`config.mk`:
```
export PLATFORM = sky130hd
export DESIGN_NAME = typing_stats_bcd_flat
export DESIGN_NICKNAME = d
export VERILOG_FILES = /design/src/rtl/typing_stats_bcd_if.sv /design/src/rtl/typing_stats_bcd.sv /design/src/flat_wrapper.sv
export SDC_FILE = /design/constraint.sdc
export NUM_CORES = 1
export LEC_CHECK = 0
export ABC_CLOCK_PERIOD_IN_PS = 2700
export CAP_MARGIN = 0
export CORE_UTILIZATION = 43
export CTS_CLUSTER_DIAMETER = 50
export DETAILED_ROUTE_END_ITERATION = 16
export MAX_ROUTING_LAYER = met4
export PLACE_DENSITY = 0.72
export RECOVER_POWER = 50
export SYNTH_ARGS = -nofsm -noshare
export SYNTH_HDL_FRONTEND = slang
export SYNTH_SLANG_ARGS = --single-unit
```
`constraint.sdc`:
```
create_clock -name fast_clk -period 2.7 [get_ports fast_clk]
set_clock_uncertainty 0.2 [all_clocks]
set_input_delay 0.54 -clock fast_clk [delete_from_list [all_inputs] [get_ports fast_clk]]
set_output_delay 0.54 -clock fast_clk [all_outputs]
set_load 0.03 [all_outputs]
```
`src/rtl/typing_stats_bcd_if.sv`:
```
// Load/busy/done handshake and display-side bus for typing_stats_bcd.
// The master issues conversion requests; the slave returns BCD digits and enables.
interface typing_stats_bcd_if #(
    parameter int IN_W = 14
);
    logic [IN_W-1:0] value;
    logic            load;
    logic            busy;
    logic            done;
    logic            overflow;
    logic [3:0]      digit_one;
    logic [3:0]      digit_two;
    logic [3:0]      digit_three;
    logic [3:0]      digit_four;
    logic            one_en;
    logic            two_en;
    logic            three_en;
    logic            four_en;

    modport master (
        output value, load,
        input  busy, done, overflow,
        input  digit_one, digit_two, digit_three, digit_four,
        input  one_en, two_en, three_en, four_en
    );

    modport slave (
        input  value, load,
        output busy, done, overflow,
        output digit_one, digit_two, digit_three, digit_four,
        output one_en, two_en, three_en, four_en
    );
endinterface

```
`src/rtl/typing_stats_bcd.sv`:
```
// Sequential double-dabble binary-to-BCD converter for the typing statistics display.
// One shift per clock; display outputs only change when a conversion completes.
module typing_stats_bcd #(
    parameter int IN_W          = 14,
    parameter int MAX_VAL       = 9999,
    parameter bit BLANK_LEADING = 1'b1
) (
    input logic             fast_clk,
    input logic             rst,
    typing_stats_bcd_if.slave bus
);
    typedef enum logic [1:0] {
        IDLE  = 2'd0,
        SHIFT = 2'd1,
        DONE  = 2'd2
    } state_t;

    localparam int              CNT_W  = $clog2(IN_W + 1);
    localparam logic [IN_W-1:0] MAX_V  = IN_W'(MAX_VAL);
    localparam logic [3:0]      EN_RST = BLANK_LEADING ? 4'b0001 : 4'b1111;

    state_t           state;
    state_t           state_nxt;
    logic [IN_W-1:0]  bin;
    logic [IN_W-1:0]  bin_nxt;
    logic [15:0]      bcd;
    logic [15:0]      bcd_adj;
    logic [15:0]      bcd_nxt;
    logic [CNT_W-1:0] cnt;
    logic             sat;
    logic             last;
    logic [3:0]       en_calc;
    logic [15:0]      digits;
    logic [3:0]       en;
    logic             ovf;

    assign last = (cnt == CNT_W'(1));

    // Add-3 correction on every nibble, then shift the joint {bcd,bin} register.
    always_comb begin
        bcd_adj = bcd;
        for (int i = 0; i < 4; i++) begin
            if (bcd[4*i +: 4] >= 4'd5) begin
                bcd_adj[4*i +: 4] = bcd[4*i +: 4] + 4'd3;
            end
        end
        {bcd_nxt, bin_nxt} = {bcd_adj, bin} << 1;
    end

    always_comb begin
        en_calc = 4'b1111;
        if (BLANK_LEADING) begin
            en_calc[3] = |bcd_nxt[15:12];
            en_calc[2] = |bcd_nxt[15:8];
            en_calc[1] = |bcd_nxt[15:4];
            en_calc[0] = 1'b1;
        end
    end

    always_ff @(posedge fast_clk) begin
        if (rst) begin
            state <= IDLE;
        end else begin
            state <= state_nxt;
        end
    end

    always_comb begin
        state_nxt = state;
        unique case (state)
            IDLE:    if (bus.load) state_nxt = SHIFT;
            SHIFT:   if (last) state_nxt = DONE;
            DONE:    state_nxt = IDLE;
            default: state_nxt = IDLE;
        endcase
    end

    always_comb begin
        bus.busy = (state != IDLE);
        bus.done = (state == DONE);
    end

    always_ff @(posedge fast_clk) begin
        if (rst) begin
            bin    <= '0;
            bcd    <= '0;
            cnt    <= '0;
            sat    <= 1'b0;
            digits <= '0;
            en     <= EN_RST;
            ovf    <= 1'b0;
        end else begin
            unique case (state)
                IDLE: begin
                    if (bus.load) begin
                        bin <= (bus.value > MAX_V) ? MAX_V : bus.value;
                        sat <= (bus.value > MAX_V);
                        bcd <= '0;
                        cnt <= CNT_W'(IN_W);
                    end
                end
                SHIFT: begin
                    bcd <= bcd_nxt;
                    bin <= bin_nxt;
                    cnt <= cnt - CNT_W'(1);
                    if (last) begin
                        digits <= bcd_nxt;
                        en     <= en_calc;
                        ovf    <= sat;
                    end
                end
                default: ;
            endcase
        end
    end

    assign bus.digit_one   = digits[15:12];
    assign bus.digit_two   = digits[11:8];
    assign bus.digit_three = digits[7:4];
    assign bus.digit_four  = digits[3:0];
    assign bus.one_en      = en[3];
    assign bus.two_en      = en[2];
    assign bus.three_en    = en[1];
    assign bus.four_en     = en[0];
    assign bus.overflow    = ovf;
endmodule

```
`src/flat_wrapper.sv`:
```
// flat-port wrapper written by rule: the top's interface ports become plain ports
module typing_stats_bcd_flat 
#(
    parameter int IN_W          = 14,
    parameter int MAX_VAL       = 9999,
    parameter bit BLANK_LEADING = 1'b1
)
  (fast_clk, rst, bus_value, bus_load, bus_busy, bus_done, bus_overflow, bus_digit_one, bus_digit_two, bus_digit_three, bus_digit_four, bus_one_en, bus_two_en, bus_three_en, bus_four_en);
  typing_stats_bcd_if #(.IN_W(IN_W)) bus_i ();
  input logic fast_clk;
  input logic rst;
  input wire logic [$bits(bus_i.value)-1:0] bus_value;
  input wire logic [$bits(bus_i.load)-1:0] bus_load;
  output wire logic [$bits(bus_i.busy)-1:0] bus_busy;
  output wire logic [$bits(bus_i.done)-1:0] bus_done;
  output wire logic [$bits(bus_i.overflow)-1:0] bus_overflow;
  output wire logic [$bits(bus_i.digit_one)-1:0] bus_digit_one;
  output wire logic [$bits(bus_i.digit_two)-1:0] bus_digit_two;
  output wire logic [$bits(bus_i.digit_three)-1:0] bus_digit_three;
  output wire logic [$bits(bus_i.digit_four)-1:0] bus_digit_four;
  output wire logic [$bits(bus_i.one_en)-1:0] bus_one_en;
  output wire logic [$bits(bus_i.two_en)-1:0] bus_two_en;
  output wire logic [$bits(bus_i.three_en)-1:0] bus_three_en;
  output wire logic [$bits(bus_i.four_en)-1:0] bus_four_en;
  assign bus_i.value = bus_value;
  assign bus_i.load = bus_load;
  assign bus_busy = bus_i.busy;
  assign bus_done = bus_i.done;
  assign bus_overflow = bus_i.overflow;
  assign bus_digit_one = bus_i.digit_one;
  assign bus_digit_two = bus_i.digit_two;
  assign bus_digit_three = bus_i.digit_three;
  assign bus_digit_four = bus_i.digit_four;
  assign bus_one_en = bus_i.one_en;
  assign bus_two_en = bus_i.two_en;
  assign bus_three_en = bus_i.three_en;
  assign bus_four_en = bus_i.four_en;
  typing_stats_bcd #(.IN_W(IN_W), .MAX_VAL(MAX_VAL), .BLANK_LEADING(BLANK_LEADING)) u_core (.fast_clk(fast_clk), .rst(rst), .bus(bus_i));
endmodule
```
==> results of run 1 <==
## state kept, by name, indices dropped and copies added, names as in the netlist
register and cells:
u_core.bus.overflow 1, u_core.bcd 16, u_core.state 2, u_core.en 3, u_core.digits 16, u_core.cnt 4, u_core.bin 14, u_core.sat 1
## synthesized netlist by cell type, drive strengths merged, types with 2 or more instances
library cell  count
a21oi            43
a211oi           13
xnor2             5
nor2             26
and2              4
nor3b             5
ha               10
a221oi            7
mux2i             5
nand3            20
nand2b            7
or3b              2
nand2            43
a22oi             5
clkbuf           11
buf              10
nor2b             3
a222oi            2
nor3              7
dfxtp            57
nor4              4
a31oi             3
inv              11
o21ai            10
## final cells by class
cell class	count	area share (%)
inverters	11	1.26
flip-flops and latches	57	34.8
repair buffers	46	13.1
clock inverters	2	0.305
well taps	75	2.86
multi-input cells	233	42.1
clock buffers	14	5.57
## layer usage
metal | up-vias | GRT usage (%)
met5 | - | -
met4 | 0 | 11.8
met3 | 10 | 4.72
met2 | 55 | 32.0
met1 | 1104 | 22.7
li1 | 1206 | -
## worst paths after layout
kind,startpoint,endpoint,depth (start not counted)
worst max register to register,u_core.state[0],u_core.digits[3],4
worst max-delay path,bus_load,u_core.bin[2],5
worst min register to register,u_core.digits[5],u_core.digits[5],2
worst min-delay path,u_core.digits[5],u_core.digits[5],2
## cell families (layout without fill, tap and decap cells)
group / count (synthesis) / in the layout / share of synthesized area (%)
AND/OR/NAND/NOR: 122 / 122 / 22.0
XOR/XNOR: 6 / 6 / 1.97
AO/OA/AOI/OAI: 89 / 89 / 21.2
adder cells (fa/ha/maj): 10 / 10 / 4.69
other: 1 / 1 / 0.141
buffers and inverters: 32 / 73 / 5.35
multiplexers: 5 / 5 / 1.88
flip-flops: 57 / 57 / 42.8
## critical path: stages
cell and delay, ps:
sky130_fd_sc_hd__dlygate4sd3_1 580, sky130_fd_sc_hd__o21bai_2 110, sky130_fd_sc_hd__clkbuf_1 760, sky130_fd_sc_hd__a221oi_1 170, sky130_fd_sc_hd__a211oi_1 270
## power by group through the flow
| stage | Clock [W] | Combinational, W | Sequential (W) |
|---|---|---|---|
| 6_report | 0.000760 | 0.000204 | 0.000896 |
| 5_1_grt | 0.000824 | 0.000227 | 0.000899 |
| 4_1_cts | 0.000778 | 0.000208 | 0.000895 |
| 3_5_place_dp | 0 | 0.000207 | 0.000914 |
| 3_3_place_gp | 0 | 0.000205 | 0.000913 |
| 2_1_floorplan | 0 | 0.000132 | 0.000918 |
## through the flow
step | std cells | area, sq um | setup slack, ps | total power [W] | hold WS (ps)
6_report | 438 | 3280 | 310 | 0.00186 | 252
5_1_grt | 438 | 3280 | 180 | 0.00195 | 276
4_1_cts | 438 | 3290 | 390 | 0.00188 | 255
3_5_place_dp | 422 | 3100 | 395 | 0.00112 | 247
3_3_place_gp | 422 | 3100 | 401 | 0.00112 | 243
2_1_floorplan | 322 | 2670 | 789 | 0.00105 | 232
==> results.json, run 1 <==
{
  "post_cts_buffers": 0,
  "critical_path.max_fanout": 25,
  "area_used_by_sequential_logic_in_the_layout_sq_mm": 0.00114,
  "layout_common_cells": "57 x sky130_fd_sc_hd__dfxtp_1, 43 x sky130_fd_sc_hd__nand2_1, 42 x sky130_fd_sc_hd__a21oi_1",
  "mappedNetlistArea_sq_mm": 0.00267,
  "drc_errors": 0,
  "io_pins": 40,
  "dr_wl_met3_microns": 221,
  "cts_tree": "built",
  "avgSynthCellArea_sq_um": 8.28,
  "dieHeight_microns": 80.8,
  "floorplan.initialDensity_pct": 44.8,
  "setup_viol_count_final": 0,
  "initial_antenna_violation_count": 0,
  "timing.hold.worst.class": "register to register",
  "n_fill_cell": 590,
  "cts_hold_repair.buffers": 0,
  "clk_latency_worst_skew_pair_ps": 340,
  "clkPwrFrac_pct": 40.9,
  "swShare_pct": 25.5,
  "clk_pin_slew_worst_paths_ps": 60,
  "postLayoutCoreUtil_pct": 55.1,
  "tns_ps": 0,
  "ys.warnings.count": 0,
  "floorplan.core_area_sq_mm": 0.00596,
  "gp_routability_congestion": 0.810,
  "dp_hpwl_mm": 3.97,
  "drt_iter0_markers": 73,
  "seqPwrFrac_pct": 48.2,
  "count_of_buffers_inserted_at_the_top_level_ports": 38,
  "drive_gt1_share_pct": 8.54,
  "final_antenna_diode_count": 0,
  "peakVddDrop_uv": 391,
  "ys_ff_latch": 57,
  "slew_headroom_pct": 32.9,
  "via_count": 2375,
  "post_synth_main_area_contributors": "sky130_fd_sc_hd__dfxtp_1 43%, sky130_fd_sc_hd__a21oi_1 7.9%, sky130_fd_sc_hd__nand2_1 6.1%, sky130_fd_sc_hd__ha_1 4.7%, sky130_fd_sc_hd__nand3_1 3.8%",
  "slew_violations": 0,
  "routed_via_density": 5.42,
  "root_buffer": "sky130_fd_sc_hd__clkbuf_8",
  "cts_sinks": 57,
  "start_kind": "input pin",
  "rows": 28,
  "multi_input_area_sq_mm": 0.00138,
  "synthDominantAreaCellType": "sky130_fd_sc_hd__dfxtp_1",
  "synth-seq-area-share_pct": 42.8,
  "wire_length_of_the_first_global_routing_pass_mm": 9.53,
  "worstMarginPinSlew_ps": 1010,
  "ys_types": 40,
  "static-leakage-power_nw": 1.15,
  "detail_route.first_pass.iterations": 5,
  "synth_largest_type_area_fraction_pct": 42.8,
  "die_width_microns": 80.8,
  "grt_use_total_pct": 20.0,
  "power-per-cell-area_mw_per_mm2": 567,
  "number_of_buffers_created_by_cts": 9,
  "grt_pass1_vias": 2145,
  "final_report_hold_violation_count": 0,
  "intPower_w": 0.00138,
  "synth_flop_cell": "sky130_fd_sc_hd__dfxtp_1",
  "most_common_library_cell_in_the_layout_ignoring_fill_and_taps": "sky130_fd_sc_hd__dfxtp_1",
  "wirelength_met1_mm": 2.61,
  "syn2layout_area_growth_pct": 22.9,
  "die_area_sq_mm": 0.00652,
  "final_net_count": 385,
  "cells_resized_by_post_cts_repair": 0,
  "ctsHtreeMaxLevel": 3,
  "overflow": 0,
  "synth_nets": 349,
  "synth_cells": 322,
  "highest-signal-layer": "met4",
  "p_comb_share_pct": 11.0,
  "r2r_slack_ps": 440,
  "route.detailed.wl_per_inst_microns": 12.7,
  "achievable-frequency_mhz": 418,
  "cp_data_arrival_time_ps": 2440,
  "critical_path.endpoint_type": "register",
  "routed_wl_mm": 5.57,
  "synth-edff-count": 0,
  "postSynth.asyncResetShare_pct": 0,
  "drtAntennaViolNets": 0,
  "min_period_ps": 2390,
  "criticalPathCategory": "input pin to register",
  "cp.required_ps": 2750,
  "post-route-period-util_pct": 88.5,
  "maximum_root_to_sink_buffer_count": 2,
  "largest_net_degree_at_the_start_of_global_routing": 36,
  "max_cap_viol_count": 0,
  "run_status": "complete, no violations",
  "met2RoutedLength_mm": 2.60,
  "grt_setup_unrepaired": "false",
  "p_sw_w": 0.000474
}
Note: power is estimated with default switching activity, not from simulation.
==> run 2, diff against run 1 <==
--- a/config.mk
+++ b/config.mk
@@ -5,7 +5,7 @@
 export SDC_FILE = /design/constraint.sdc
 export NUM_CORES = 1
 export LEC_CHECK = 0
-export ABC_CLOCK_PERIOD_IN_PS = 2700
+export ABC_CLOCK_PERIOD_IN_PS = 3000
 export CAP_MARGIN = 0
 export CORE_UTILIZATION = 43
 export CTS_CLUSTER_DIAMETER = 50
==> constraint.sdc (replaced) <==
create_clock -name fast_clk -period 3 [get_ports fast_clk]
set_clock_uncertainty 0.2 [all_clocks]
set_input_delay 0.6 -clock fast_clk [delete_from_list [all_inputs] [get_ports fast_clk]]
set_output_delay 0.6 -clock fast_clk [all_outputs]
set_load 0.03 [all_outputs]
==> run 2 against run 1 <==
Via count decreased by 0.42%. Critical path depth unchanged. Clock-buffer cell count unchanged. Highest routed layer unchanged.
==> results.json, run 2 (synthesized netlist as in run 1, its figures left out) <==
{
  "run_status": "complete, no violations",
  "floorplan.core_area_sq_mm": 0.00596,
  "ctsHtreeMaxLevel": 3,
  "max_cap_viol_count": 0,
  "number_of_buffers_created_by_cts": 9,
  "critPathTopFamily": "buffers and inverters",
  "drc_errors": 0,
  "final_antenna_diode_count": 0,
  "drive_gt1_share_pct": 8.03,
  "final_report_hold_violation_count": 0,
  "floorplan.initialDensity_pct": 44.8,
  "dieHeight_microns": 80.8,
  "post_cts_buffers": 0,
  "cp.required_ps": 3040,
  "max_stage_delay_cell_worst_path": "sky130_fd_sc_hd__clkbuf_1",
  "drtAntennaViolNets": 0,
  "critical_path.max_fanout": 25,
  "area_used_by_sequential_logic_in_the_layout_sq_mm": 0.00114,
  "intPower_w": 0.00131,
  "clk_pin_slew_worst_paths_ps": 60,
  "min_period_ps": 2520,
  "layout_common_cells": "57 x sky130_fd_sc_hd__dfxtp_1, 43 x sky130_fd_sc_hd__nand2_1, 42 x sky130_fd_sc_hd__a21oi_1",
  "initial_antenna_violation_count": 0,
  "root_buffer": "sky130_fd_sc_hd__clkbuf_8",
  "gp_routability_congestion": 0.813,
  "drt_iter0_markers": 142,
  "clkPwrFrac_pct": 43.1,
  "timing.critical_path.cells": "dlygate4sd3_1 > o21bai_2 > clkbuf_1 > a221oi_1 > a211oi_1",
  "n_fill_cell": 577,
  "swShare_pct": 24.8,
  "max_stage_delay_ps": 780,
  "p_comb_share_pct": 10.5,
  "beginning_of_the_worst_hold_path": "u_core.digits[6]",
  "routed_wl_mm": 5.64,
  "largest_registers": "u_core.bcd: 16 flops, u_core.digits: 16 flops, u_core.bin: 14 flops",
  "clk_latency_worst_skew_pair_ps": 340,
  "criticalPathCategory": "input pin to register",
  "post-route-period-util_pct": 84.2,
  "cp_data_arrival_time_ps": 2570,
  "wire_length_of_the_first_global_routing_pass_mm": 9.74,
  "static-leakage-power_nw": 1.14,
  "slew_violations": 0,
  "whs_endpoint": "u_core.digits[6]",
  "maximum_root_to_sink_buffer_count": 2,
  "finalHoldWorstSlack_ps": 255,
  "setup_viol_count_final": 0,
  "detail_route.first_pass.iterations": 4,
  "count_of_buffers_inserted_at_the_top_level_ports": 38,
  "start_kind": "input pin",
  "rows": 28,
  "critical_path.endpoint_type": "register",
  "achievable-frequency_mhz": 396,
  "layout.cell_area.non_filler_sq_mm": 0.00328,
  "most_common_library_cell_in_the_layout_ignoring_fill_and_taps": "sky130_fd_sc_hd__dfxtp_1",
  "timing.reg2reg.worst_path_depth": 7,
  "final_net_count": 383,
  "regToRegEndpoint": "u_core.digits[8]",
  "die_width_microns": 80.8,
  "routed_via_density": 5.42,
  "io_pins": 40,
  "die_area_sq_mm": 0.00652,
  "seqPwrFrac_pct": 46.4,
  "via_count": 2365,
  "largest_net_degree_at_the_start_of_global_routing": 31,
  "tns_ps": 0,
  "power-per-cell-area_mw_per_mm2": 529,
  "grt_use_total_pct": 20.0,
  "cts_sinks": 57,
  "peakVddDrop_uv": 249,
  "worst-path-stages": 5,
  "grt_setup_unrepaired": "false",
  "r2r_slack_ps": 680,
  "min_path_cells": 2,
  "timing.hold.worst.class": "register to register",
  "overflow": 0,
  "worstMarginPinSlew_ps": 1030,
  "cts_hold_repair.buffers": 0,
  "slew_headroom_pct": 31.4,
  "cells_resized_by_post_cts_repair": 0,
  "p_sw_w": 0.000430,
  "dpl-instance-area_sq_mm": 0.00308,
  "grt_pass1_vias": 2144,
  "cts_tree": "built",
  "route.detailed.wl_per_inst_microns": 12.9,
  "bufs_and_invs_on_worst_path": 2,
  "dp_hpwl_mm": 3.80,
  "multi_input_area_sq_mm": 0.00138,
  "launching_point_of_the_worst_reg2reg_path": "u_core.cnt[1]",
  "syn2layout_area_growth_pct": 23.1
}
-- run 2: worst max-delay path by stage --
stage | slack, ps | endpoint | from
detailed placement | 620 | u_core.bin[2] | bus_value[6]
CTS | 630 | bus_done | u_core.state[1]
floorplan | 1090 | u_core.en[1] | u_core.bcd[9]
global placement | 640 | u_core.bin[10] | bus_value[6]
finish | 480 | u_core.bin[10] | bus_load
global route | 320 | u_core.bin[10] | bus_load
-- run 2: tightest hold or removal path: stages, from the launching register on --
cell	delay, ps
sky130_fd_sc_hd__dfxtp_1	310
sky130_fd_sc_hd__nand2_1	50
sky130_fd_sc_hd__a21oi_1	50
-- run 2: stage by stage --
| stage | cells | worst slack [ps] | utilization [%] | power, W |
|---|---|---|---|---|
| after floorplan | 322 | 1090 | - | 0.000944 |
| after global placement | 420 | 637 | 51.8 | 0.00100 |
| after detailed placement | 420 | 621 | 51.8 | 0.00101 |
| after CTS | 436 | 633 | 55.3 | 0.00175 |
| after global routing | 436 | 318 | 55.1 | 0.00181 |
| final | 436 | 475 | 55.1 | 0.00174 |
-- run 2: final cells by class --
type	instances	share of cell area, %
clock buffer	14	5.26
timing repair buffer	44	12.7
inverter	11	1.26
tap	75	2.86
clock inverter	2	1.07
multi-input combinational	233	42.1
sequential	57	34.7
-- run 2: power by group through the flow --
stage	Sequential, W	Clock (W)	Combinational, W
after global routing	0.000809	0.000800	0.000204
after floorplan	0.000826	0	0.000118
after CTS	0.000806	0.000763	0.000185
after global placement	0.000822	0	0.000182
final	0.000807	0.000749	0.000183
after detailed placement	0.000822	0	0.000184
-- run 2: routing by layer --
layer | vias to the layer above | routed length [microns] | global-route usage (%)
met4 | 0 | 48 | 6.96
met1 | 1101 | 2630 | 23.3
met3 | 5 | 248 | 6.07
met5 | - | 0 | -
met2 | 51 | 2710 | 32.8
li1 | 1208 | - | -
==> run 3, diff against run 2 <==
--- a/config.mk
+++ b/config.mk
@@ -5,13 +5,13 @@
 export SDC_FILE = /design/constraint.sdc
 export NUM_CORES = 1
 export LEC_CHECK = 0
-export ABC_CLOCK_PERIOD_IN_PS = 3000
+export ABC_CLOCK_PERIOD_IN_PS = 2100
 export CAP_MARGIN = 0
 export CORE_UTILIZATION = 43
 export CTS_CLUSTER_DIAMETER = 50
 export DETAILED_ROUTE_END_ITERATION = 16
 export MAX_ROUTING_LAYER = met4
-export PLACE_DENSITY = 0.72
+export PLACE_DENSITY = 0.74
 export RECOVER_POWER = 50
 export SYNTH_ARGS = -nofsm -noshare
 export SYNTH_HDL_FRONTEND = slang
==> constraint.sdc (replaced) <==
create_clock -name fast_clk -period 2.1 [get_ports fast_clk]
set_clock_uncertainty 0.2 [all_clocks]
set_input_delay 0.42 -clock fast_clk [delete_from_list [all_inputs] [get_ports fast_clk]]
set_output_delay 0.42 -clock fast_clk [all_outputs]
set_load 0.03 [all_outputs]
==> run 3 against run 2 <==
Setup slack got worse by 360 ps. Sequential share of layout area fell by 0.76 points. Worst hold slack got worse by 2.0 ps. Largest cell class unchanged. Largest power group unchanged. Highest routed layer unchanged.
==> results.json, run 3 (synthesized netlist as in run 1, its figures left out) <==
{
  "run_status": "complete, no violations",
  "post-route-period-util_pct": 94.6,
  "largest_registers": "u_core.bcd: 16 flops, u_core.digits: 16 flops, u_core.bin: 14 flops",
  "slew_violations": 0,
  "cp_data_arrival_time_ps": 2010,
  "die_width_microns": 80.8,
  "gp_routability_congestion": 0.808,
  "critical_path.endpoint_type": "register",
  "post_cts_buffers": 0,
  "criticalPathCategory": "input pin to register",
  "area_used_by_sequential_logic_in_the_layout_sq_mm": 0.00114,
  "dpl_worst_slack_ps": -101,
  "p_comb_share_pct": 12.3,
  "dieHeight_microns": 80.8,
  "swShare_pct": 26.3,
  "die_area_sq_mm": 0.00652,
  "postLayoutCoreUtil_pct": 56.4,
  "detail_route.first_pass.iterations": 4,
  "drc_errors": 0,
  "maximum_root_to_sink_buffer_count": 2,
  "drtAntennaViolNets": 0,
  "multi_input_area_sq_mm": 0.00139,
  "cp.required_ps": 2120,
  "r2r_slack_ps": 140,
  "route.detailed.wl_per_inst_microns": 13.2,
  "root_buffer": "sky130_fd_sc_hd__clkbuf_8",
  "dp_hpwl_mm": 4.02,
  "final_antenna_diode_count": 0,
  "initial_antenna_violation_count": 0,
  "dpl-instance-area_sq_mm": 0.00322,
  "critical_path.max_fanout": 6,
  "drive_gt1_share_pct": 10.7,
  "post_route_setup_slack_ps": 113,
  "floorplan.core_area_sq_mm": 0.00596,
  "ctsHtreeMaxLevel": 3,
  "static-leakage-power_nw": 1.20,
  "floorplan.initialDensity_pct": 44.8,
  "routed_via_density": 5.38,
  "cts_hold_repair.buffers": 0,
  "layout.cell_area.non_filler_sq_mm": 0.00336,
  "achievable-frequency_mhz": 503,
  "most_common_library_cell_in_the_layout_ignoring_fill_and_taps": "sky130_fd_sc_hd__dfxtp_1",
  "largest_net_degree_at_the_start_of_global_routing": 58,
  "peakVddDrop_uv": 328,
  "final_net_count": 395,
  "seqPwrFrac_pct": 49.1,
  "power-per-cell-area_mw_per_mm2": 699,
  "n_fill_cell": 577,
  "min_period_ps": 1990,
  "overflow": 0,
  "timing.hold.worst.class": "register to register",
  "clk_pin_slew_worst_paths_ps": 60,
  "p_sw_w": 0.000617,
  "io_pins": 40,
  "max_cap_viol_count": 0,
  "number_of_buffers_created_by_cts": 9,
  "start_kind": "input pin",
  "grt_setup_unrepaired": "false",
  "layout_common_cells": "56 x sky130_fd_sc_hd__dfxtp_1, 43 x sky130_fd_sc_hd__nand2_1, 42 x sky130_fd_sc_hd__a21oi_1",
  "wire_length_of_the_first_global_routing_pass_mm": 9.95,
  "cts_tree": "built",
  "cts_sinks": 57,
  "final_report_hold_violation_count": 0,
  "clkPwrFrac_pct": 38.6,
  "drt_iter0_markers": 115,
  "grt_pass1_vias": 2262,
  "finalHoldWorstSlack_ps": 253,
  "intPower_w": 0.00173,
  "syn2layout_area_growth_pct": 26.0,
  "tns_ps": 0,
  "grt_use_total_pct": 20.7,
  "count_of_buffers_inserted_at_the_top_level_ports": 38,
  "rows": 28,
  "routed_wl_mm": 5.93,
  "clk_latency_worst_skew_pair_ps": 340,
  "via_count": 2410,
  "setup_viol_count_final": 0
}
==> run 3: power groups by stage <==
stage          combinational [W]  clock, W  sequential, W
2_1_floorplan           0.000169         0        0.00118
3_3_place_gp            0.000295         0        0.00117
3_5_place_dp            0.000300         0        0.00118
4_1_cts                 0.000300  0.000934        0.00115
5_1_grt                 0.000321  0.000990        0.00116
6_report                0.000289  0.000906        0.00115
==> run 3: worst paths after layout <==
path | start | to | cells after the start
worst min register to register | u_core.digits[7] | u_core.digits[7] | 2
worst min-delay path | u_core.digits[7] | u_core.digits[7] | 2
worst max-delay path | bus_value[6] | u_core.bin[1] | 6
worst max register to register | u_core.bcd[8] | u_core.en[1] | 7
==> run 3: critical path, cell delays in order <==
cell	delay, ps
sky130_fd_sc_hd__dlygate4sd3_1	550
sky130_fd_sc_hd__nor4_1	280
sky130_fd_sc_hd__nor2_1	100
sky130_fd_sc_hd__o31a_1	280
sky130_fd_sc_hd__nor2_2	250
sky130_fd_sc_hd__a211oi_1	120
==> run 3: layout make-up <==
type	count	share of cell area, %
Tap cell	75	2.79
Sequential cell	57	34.0
Inverter	11	1.23
Timing Repair Buffer	56	15.6
Multi-Input combinational cell	233	41.2
Clock inverter	3	0.447
Clock buffer	13	4.73
==> run 3: stage by stage <==
| stage | cells | total power (W) |
|---|---|---|
| finish | 448 | 0.00235 |
| global route | 448 | 0.00247 |
| CTS | 448 | 0.00239 |
| detailed placement | 432 | 0.00148 |
| global placement | 432 | 0.00147 |
| floorplan | 322 | 0.00135 |
==> run 3: layer usage <==
| layer | GRT usage [%] | part of all wire, % | vias up |
|---|---|---|---|
| met5 | - | 0 | - |
| met4 | 5.54 | 1.2 | 0 |
| met3 | 7.75 | 4.5 | 12 |
| met2 | 35.8 | 50 | 60 |
| met1 | 22.3 | 44 | 1113 |
| li1 | - | - | 1225 |
==> run 3: what timing repair did <==
item	4_1_cts	5_1_grt
pin swaps	0	1
resized for setup	2	2
setup endpoints to repair	2	1
cloned	0	0
